[src/rtl/imem_boot_loader_pkg.sv]
// Shared definitions for the instruction-memory boot loader: FSM state
// encodings, frame geometry and the checksum update helper.
package imem_boot_loader_pkg;

    // Payload bytes packed into one instruction word
    localparam int BYTES_PER_WORD = 4;

    // Loader states; S_RUN and S_ERR are terminal until reset
    typedef enum logic [2:0] {
        S_LEN_LO = 3'd0,
        S_LEN_HI = 3'd1,
        S_DATA   = 3'd2,
        S_CSUM   = 3'd3,
        S_RUN    = 3'd4,
        S_ERR    = 3'd5
    } boot_state_t;

    // Running frame checksum: XOR of every payload byte
    function automatic logic [7:0] csum_update(input logic [7:0] acc, input logic [7:0] b);
        return acc ^ b;
    endfunction

endpackage

[src/rtl/imem_boot_loader_byte_word_packer.sv]
// Packs a strobed byte stream into little-endian 32-bit words. The first
// byte of a word lands in bits [7:0]; word_valid pulses combinationally
// together with the strobe of the 4th byte so the caller can register it.
import imem_boot_loader_pkg::*;

module byte_word_packer (
    input  logic        clk,
    input  logic        rst,
    input  logic        byte_stb,
    input  logic [7:0]  byte_data,
    output logic        word_valid,
    output logic [31:0] word
);

    localparam logic [1:0] LAST_IDX = 2'(BYTES_PER_WORD - 1);

    logic [1:0]  byte_cnt_r;
    logic [23:0] shift_r;

    // Count bytes within the word and shift earlier bytes toward bit 0
    always_ff @(posedge clk) begin
        if (!rst) begin
            byte_cnt_r <= 2'd0;
            shift_r    <= 24'd0;
        end else if (byte_stb) begin
            byte_cnt_r <= byte_cnt_r + 2'd1;
            shift_r    <= {byte_data, shift_r[23:8]};
        end else begin
            byte_cnt_r <= byte_cnt_r;
            shift_r    <= shift_r;
        end
    end

    // Word is complete when the strobe carries the last byte of the word
    always_comb begin
        word_valid = byte_stb && (byte_cnt_r == LAST_IDX);
        word       = {byte_data, shift_r};
    end

endmodule

[src/rtl/imem_boot_loader.sv]
// Boot loader: receives a length-prefixed, XOR-checksummed program image over
// a byte stream, writes it word by word into instruction memory and releases
// the CPU reset only after the whole image has been checked.
import imem_boot_loader_pkg::*;

module imem_boot_loader #(
    parameter int ADDR_W = 8,
    parameter int DATA_W = 32
) (
    input  logic              clk,
    input  logic              rst,
    input  logic              rx_valid,
    input  logic [7:0]        rx_data,
    output logic              rx_ready,
    output logic              imem_we,
    output logic [ADDR_W-1:0] imem_addr,
    output logic [DATA_W-1:0] imem_wdata,
    output logic              cpu_rst,
    output logic              load_done,
    output logic              load_err
);

    localparam int          CNT_W     = ADDR_W + 1;
    localparam logic [16:0] MAX_WORDS = 17'd1 << ADDR_W;

    boot_state_t       state_r;
    boot_state_t       next_state_s;
    logic              rx_ready_s;
    logic              accept_s;
    logic              byte_stb_s;
    logic              word_valid_s;
    logic [31:0]       word_s;
    logic [15:0]       len_s;
    logic              len_bad_s;
    logic              last_word_s;
    logic [7:0]        len_lo_r;
    logic [7:0]        xor_r;
    logic [CNT_W-1:0]  word_cnt_r;
    logic [CNT_W-1:0]  last_word_r;
    logic              imem_we_r;
    logic [ADDR_W-1:0] imem_addr_r;
    logic [DATA_W-1:0] imem_wdata_r;
    logic              cpu_rst_r;
    logic              load_err_r;

    byte_word_packer u_packer (
        .clk        (clk),
        .rst        (rst),
        .byte_stb   (byte_stb_s),
        .byte_data  (rx_data),
        .word_valid (word_valid_s),
        .word       (word_s)
    );

    // Length decode: word count is zero or exceeds memory capacity
    always_comb begin
        len_s       = {rx_data, len_lo_r};
        len_bad_s   = (len_s == 16'd0) || ({1'b0, len_s} > MAX_WORDS);
        last_word_s = (word_cnt_r == last_word_r);
    end

    // FSM state register
    always_ff @(posedge clk) begin
        if (!rst) begin
            state_r <= S_LEN_LO;
        end else begin
            state_r <= next_state_s;
        end
    end

    // FSM next-state logic
    always_comb begin
        next_state_s = state_r;
        case (state_r)
            S_LEN_LO: begin
                if (accept_s) next_state_s = S_LEN_HI;
                else          next_state_s = state_r;
            end
            S_LEN_HI: begin
                if (accept_s) next_state_s = len_bad_s ? S_ERR : S_DATA;
                else          next_state_s = state_r;
            end
            S_DATA: begin
                if (word_valid_s && last_word_s) next_state_s = S_CSUM;
                else                             next_state_s = state_r;
            end
            S_CSUM: begin
                if (accept_s) next_state_s = (rx_data == xor_r) ? S_RUN : S_ERR;
                else          next_state_s = state_r;
            end
            S_RUN:   next_state_s = S_RUN;
            S_ERR:   next_state_s = S_ERR;
            default: next_state_s = S_ERR;
        endcase
    end

    // FSM outputs: handshake ready and payload byte strobe
    always_comb begin
        rx_ready_s = 1'b0;
        case (state_r)
            S_LEN_LO, S_LEN_HI, S_DATA, S_CSUM: rx_ready_s = rst;
            default:                            rx_ready_s = 1'b0;
        endcase
        accept_s   = rx_valid && rx_ready_s;
        byte_stb_s = accept_s && (state_r == S_DATA);
    end

    // Frame bookkeeping: length capture, word counter, checksum accumulator
    always_ff @(posedge clk) begin
        if (!rst) begin
            len_lo_r    <= 8'd0;
            last_word_r <= {CNT_W{1'b0}};
            word_cnt_r  <= {CNT_W{1'b0}};
            xor_r       <= 8'd0;
        end else begin
            if (accept_s && (state_r == S_LEN_LO)) len_lo_r <= rx_data;
            if (accept_s && (state_r == S_LEN_HI)) last_word_r <= CNT_W'(len_s - 16'd1);
            if (byte_stb_s)   xor_r      <= csum_update(xor_r, rx_data);
            if (word_valid_s) word_cnt_r <= word_cnt_r + CNT_W'(1);
        end
    end

    // Registered memory write port and CPU release/status flags
    always_ff @(posedge clk) begin
        if (!rst) begin
            imem_we_r    <= 1'b0;
            imem_addr_r  <= {ADDR_W{1'b0}};
            imem_wdata_r <= {DATA_W{1'b0}};
            cpu_rst_r    <= 1'b0;
            load_err_r   <= 1'b0;
        end else begin
            imem_we_r <= word_valid_s;
            if (word_valid_s) begin
                imem_addr_r  <= word_cnt_r[ADDR_W-1:0];
                imem_wdata_r <= word_s;
            end
            cpu_rst_r  <= (next_state_s == S_RUN);
            load_err_r <= (next_state_s == S_ERR);
        end
    end

    assign rx_ready   = rx_ready_s;
    assign imem_we    = imem_we_r;
    assign imem_addr  = imem_addr_r;
    assign imem_wdata = imem_wdata_r;
    assign cpu_rst    = cpu_rst_r;
    assign load_done  = cpu_rst_r;
    assign load_err   = load_err_r;

endmodule

[config.mk]
export PLATFORM = sky130hd
export DESIGN_NAME = imem_boot_loader
export DESIGN_NICKNAME = d
export VERILOG_FILES = /design/src/rtl/imem_boot_loader_pkg.sv /design/src/rtl/imem_boot_loader_byte_word_packer.sv /design/src/rtl/imem_boot_loader.sv
export SDC_FILE = /design/constraint.sdc
export NUM_CORES = 1
export LEC_CHECK = 0
export BUFFER_PORTS_ARGS = -buffer_cell sky130_fd_sc_hd__buf_2
export CAP_MARGIN = 20
export CORE_MARGIN = 2
export CORE_UTILIZATION = 51
export CTS_CLUSTER_SIZE = 40
export DETAILED_ROUTE_END_ITERATION = 10
export GPL_TIMING_DRIVEN = 0
export HOLD_SLACK_MARGIN = 0.02
export PLACE_DENSITY = 0.81
export SYNTH_ARGS = -nofsm -noshare
export SYNTH_HDL_FRONTEND = slang
export SYNTH_SLANG_ARGS = --single-unit
export TNS_END_PERCENT = 10
[constraint.sdc]
create_clock -name clk -period 1.6 [get_ports clk]
set_clock_uncertainty 0.2 [all_clocks]
set_input_delay 0.16 -clock clk [delete_from_list [all_inputs] [get_ports clk]]
set_output_delay 0.16 -clock clk [all_outputs]
set_load 0.05 [all_outputs]
==> results.cfg <==
[yosys]
ys_warn_count = 0
synth_nets = 517
yosys_most_used_dff = dfxtp_1
syn-cell-area_sq_mm = 0.00413
ys_types = 39
synth-edff-count = 0
syn_inst = 502
ys_seq_elements = 106
ys_async_sr_fraction_pct = 0
avgSynthCellArea_sq_um = 8.23
ys_seq_area_share_pct = 51.4

[power_and_ir_drop]
total_power_mw = 4.74
switching_share_pct = 25.7
switchingPower_mw = 1.22
peakVddDrop_mv = 0.742
clkPwrFrac_pct = 33.8
power.internal_mw = 3.52
p_leak_nw = 2.16
combPwrFrac_pct = 9.4
powerDensity_mw_per_mm2 = 879
pwr-share-seq_pct = 56.9

[layout]
fillers = 594
multi_input_area_sq_mm = 0.00210
layout.nets = 606
final_common_cell = nand2_1
layout_common_cells = nand2_1 (145), dfxtp_1 (97), buf_2 (54)
drive_above_1_share_pct = 25.8
area_growth_pct = 30.4
regArea_sq_mm = 0.00214
n_antenna_cell = 0

[worst_setup_path]
ff2ff_path_depth = 6
critPathMaxStageDelay_ps = 380
crit_path_max_fanout = 10
cp_data_required_time_ps = 1710
critPathBufInv = 2
cp-start-kind = register
worstSetupPathType = register to register
cp_cell_sequence = and3b_1 -> clkbuf_8 -> clkbuf_8 -> a31oi_1 -> a211oi_2 -> and2_1
path_delay_family = compound AO/OA/AOI/OAI gates
r2r_start = state_r[2]
worstPathArrival_ps = 1960
crit_path_end_kind = register
reg2reg_to = cpu_rst
critPathSlowestCell = dfxtp_4
reg2reg_slack_ps = -250
crit_top_cell = clkbuf_8

[global_route]
grt_pass1_wl_microns = 16900
antenna_found_initial = 0
grt_overflow = 0
grt_max_degree = 19
first_global_vias = 3590
grt_use_total_pct = 24.5

[floorplanning]
die_x_microns = 94.0
start_util_pct = 53.2
core_area_sq_mm = 0.00777
die_area_sq_mm = 0.00883
io_pins = 56
die_y_microns = 94.0
rows = 32

[sta]
rsz0062_at_grt = yes
fin_setup_tns_ps = -7460
setup_ws_ps = -255
relSlewSlack_pct = 49.4
worst_hold_slack_ps = 54.9
hold_viol_final = 0
fmax_mhz = 539
drv_slew = 0
worstMarginPinSlew_ps = 759
period_minus_slack_ps = 1850
setup_viol = 78
fin_crit_sh_pct = 116

[run]
max-cap-violations = 0

[min_path]
hold_path_startpoint = rx_data[2]
hold_class = input pin to register
hold_end = state_r[1]
holdPathStages = 5

[route]
via_per_inst = 5.55
drtIter0Drc = 223
drc = 0
drt-total-wl_microns = 11300
avgRoutedWirePerCell_microns = 16.2
drt_pre_antenna_iters = 5
vias = 3874
ant_nets = 0

[placed_design]
dp_hpwl_microns = 6960
globalplace.congestion = 0.851
port_buffers = 54

[clock_tree]
clock_latency_ps = 360
htree_num_levels = 3
numCtsBuffers = 9
cts.sinks = 106
cts_tree = done
clockBufferDepth = 2
clk_pin_slew_ps = 90
cts-root-buf = clkbuf_8

[status]
violations = negative setup slack
outcome = complete, but fails checks
## registers in the layout (all words and copies together) (netlist names), 2 cells and up
signal / cells
last_word_r: 9
word_cnt_r: 9
xor_r: 8
imem_addr: 8
u_packer.byte_cnt_r: 2
imem_wdata: 32
len_lo_r: 8
u_packer.shift_r: 24
state_r: 3
## cells by family after synthesis
family | synth area share [%]
fa+ha+maj | 1.21
mux | 0.242
buf+inv | 3.88
compound gates | 10.1
simple gates | 24.7
flops | 51.4
xor+xnor | 8.48
## metrics by stage
step	util (%)	setup WS, ps	area (sq um)	instances
after floorplan	-	-91.7	4210	502
after global placement	59.3	-384	4610	658
after detailed placement	59.3	-463	4610	658
after CTS	66.8	-218	5190	692
after global routing	69.3	-305	5390	698
final	69.3	-255	5390	698
## what timing repair did
item | CTS | global route
resized for setup | 67 | 29
setup endpoints to repair | 106 | 105
endpoints found under the hold margin | 26 | 0
gates cloned | 0 | 3
setup buffers | 9 | 5
pin swaps | 15 | 13
hold buffers | 10 | 0
## power groups by stage
stage	combinational, mW	sequential (mW)	clock [mW]
3_5_place_dp	0.291	2.75	0
4_1_cts	0.369	2.69	1.62
2_1_floorplan	0.198	2.75	0
5_1_grt	0.470	2.70	1.72
6_report	0.445	2.69	1.60
3_3_place_gp	0.283	2.75	0
## how the worst max path moves through the flow
stage / from / to / slack [ps] / depth (start not counted)
floorplan: rx_data[1] / cpu_rst / -90 / 5
global placement: state_r[1] / imem_wdata[22] / -380 / 7
detailed placement: state_r[1] / imem_wdata[25] / -460 / 7
CTS: state_r[1] / word_cnt_r[8] / -220 / 6
global route: len_lo_r[4] / cpu_rst / -300 / 6
finish: state_r[2] / cpu_rst / -250 / 6
## cell type report
cell class,instances,area share (%)
well taps,102,2.37
clock buffers,11,2.81
flip-flops and latches,106,39.7
multi-input cells,357,39.0
clock inverters,5,0.836
inverters,7,0.627
plain buffers,29,4.51
repair buffers,81,10.1
## cells in the mapped netlist (all sizes together), types with 2 or more instances
cell      n  share of area (%)
a211oi    9                1.8
nor4      6                1.1
buf      11                1.3
and2      2               0.30
nand3    29                3.5
nor3b     2               0.48
clkbuf   21                1.9
a21oi    56                6.8
nand4     5               0.76
xor2     20                4.2
xnor2    20                4.2
o31ai     2               0.36
nand2   149                 14
dfxtp   106                 51
nor3      4               0.48
nor2     32                2.9
inv       7               0.64
ha        4                1.2
a31oi     2               0.30
and3b     2               0.42
## per-layer routing
metal,GRT usage (%),share of wire (%),up-vias
li1,-,-,1831
met5,0,0,-
met3,6.42,7.3,27
met2,42.1,51,163
met4,8.45,2.7,0
met1,29.7,39,1853
## worst reg2reg max path: stages (launching register included)
cell and delay (ps):
dfxtp_4 380, and3b_1 240, clkbuf_8 170, clkbuf_8 170
a31oi_1 100, a211oi_2 370, and2_1 180
No activity file was read; power rests on OpenSTA's default activity.
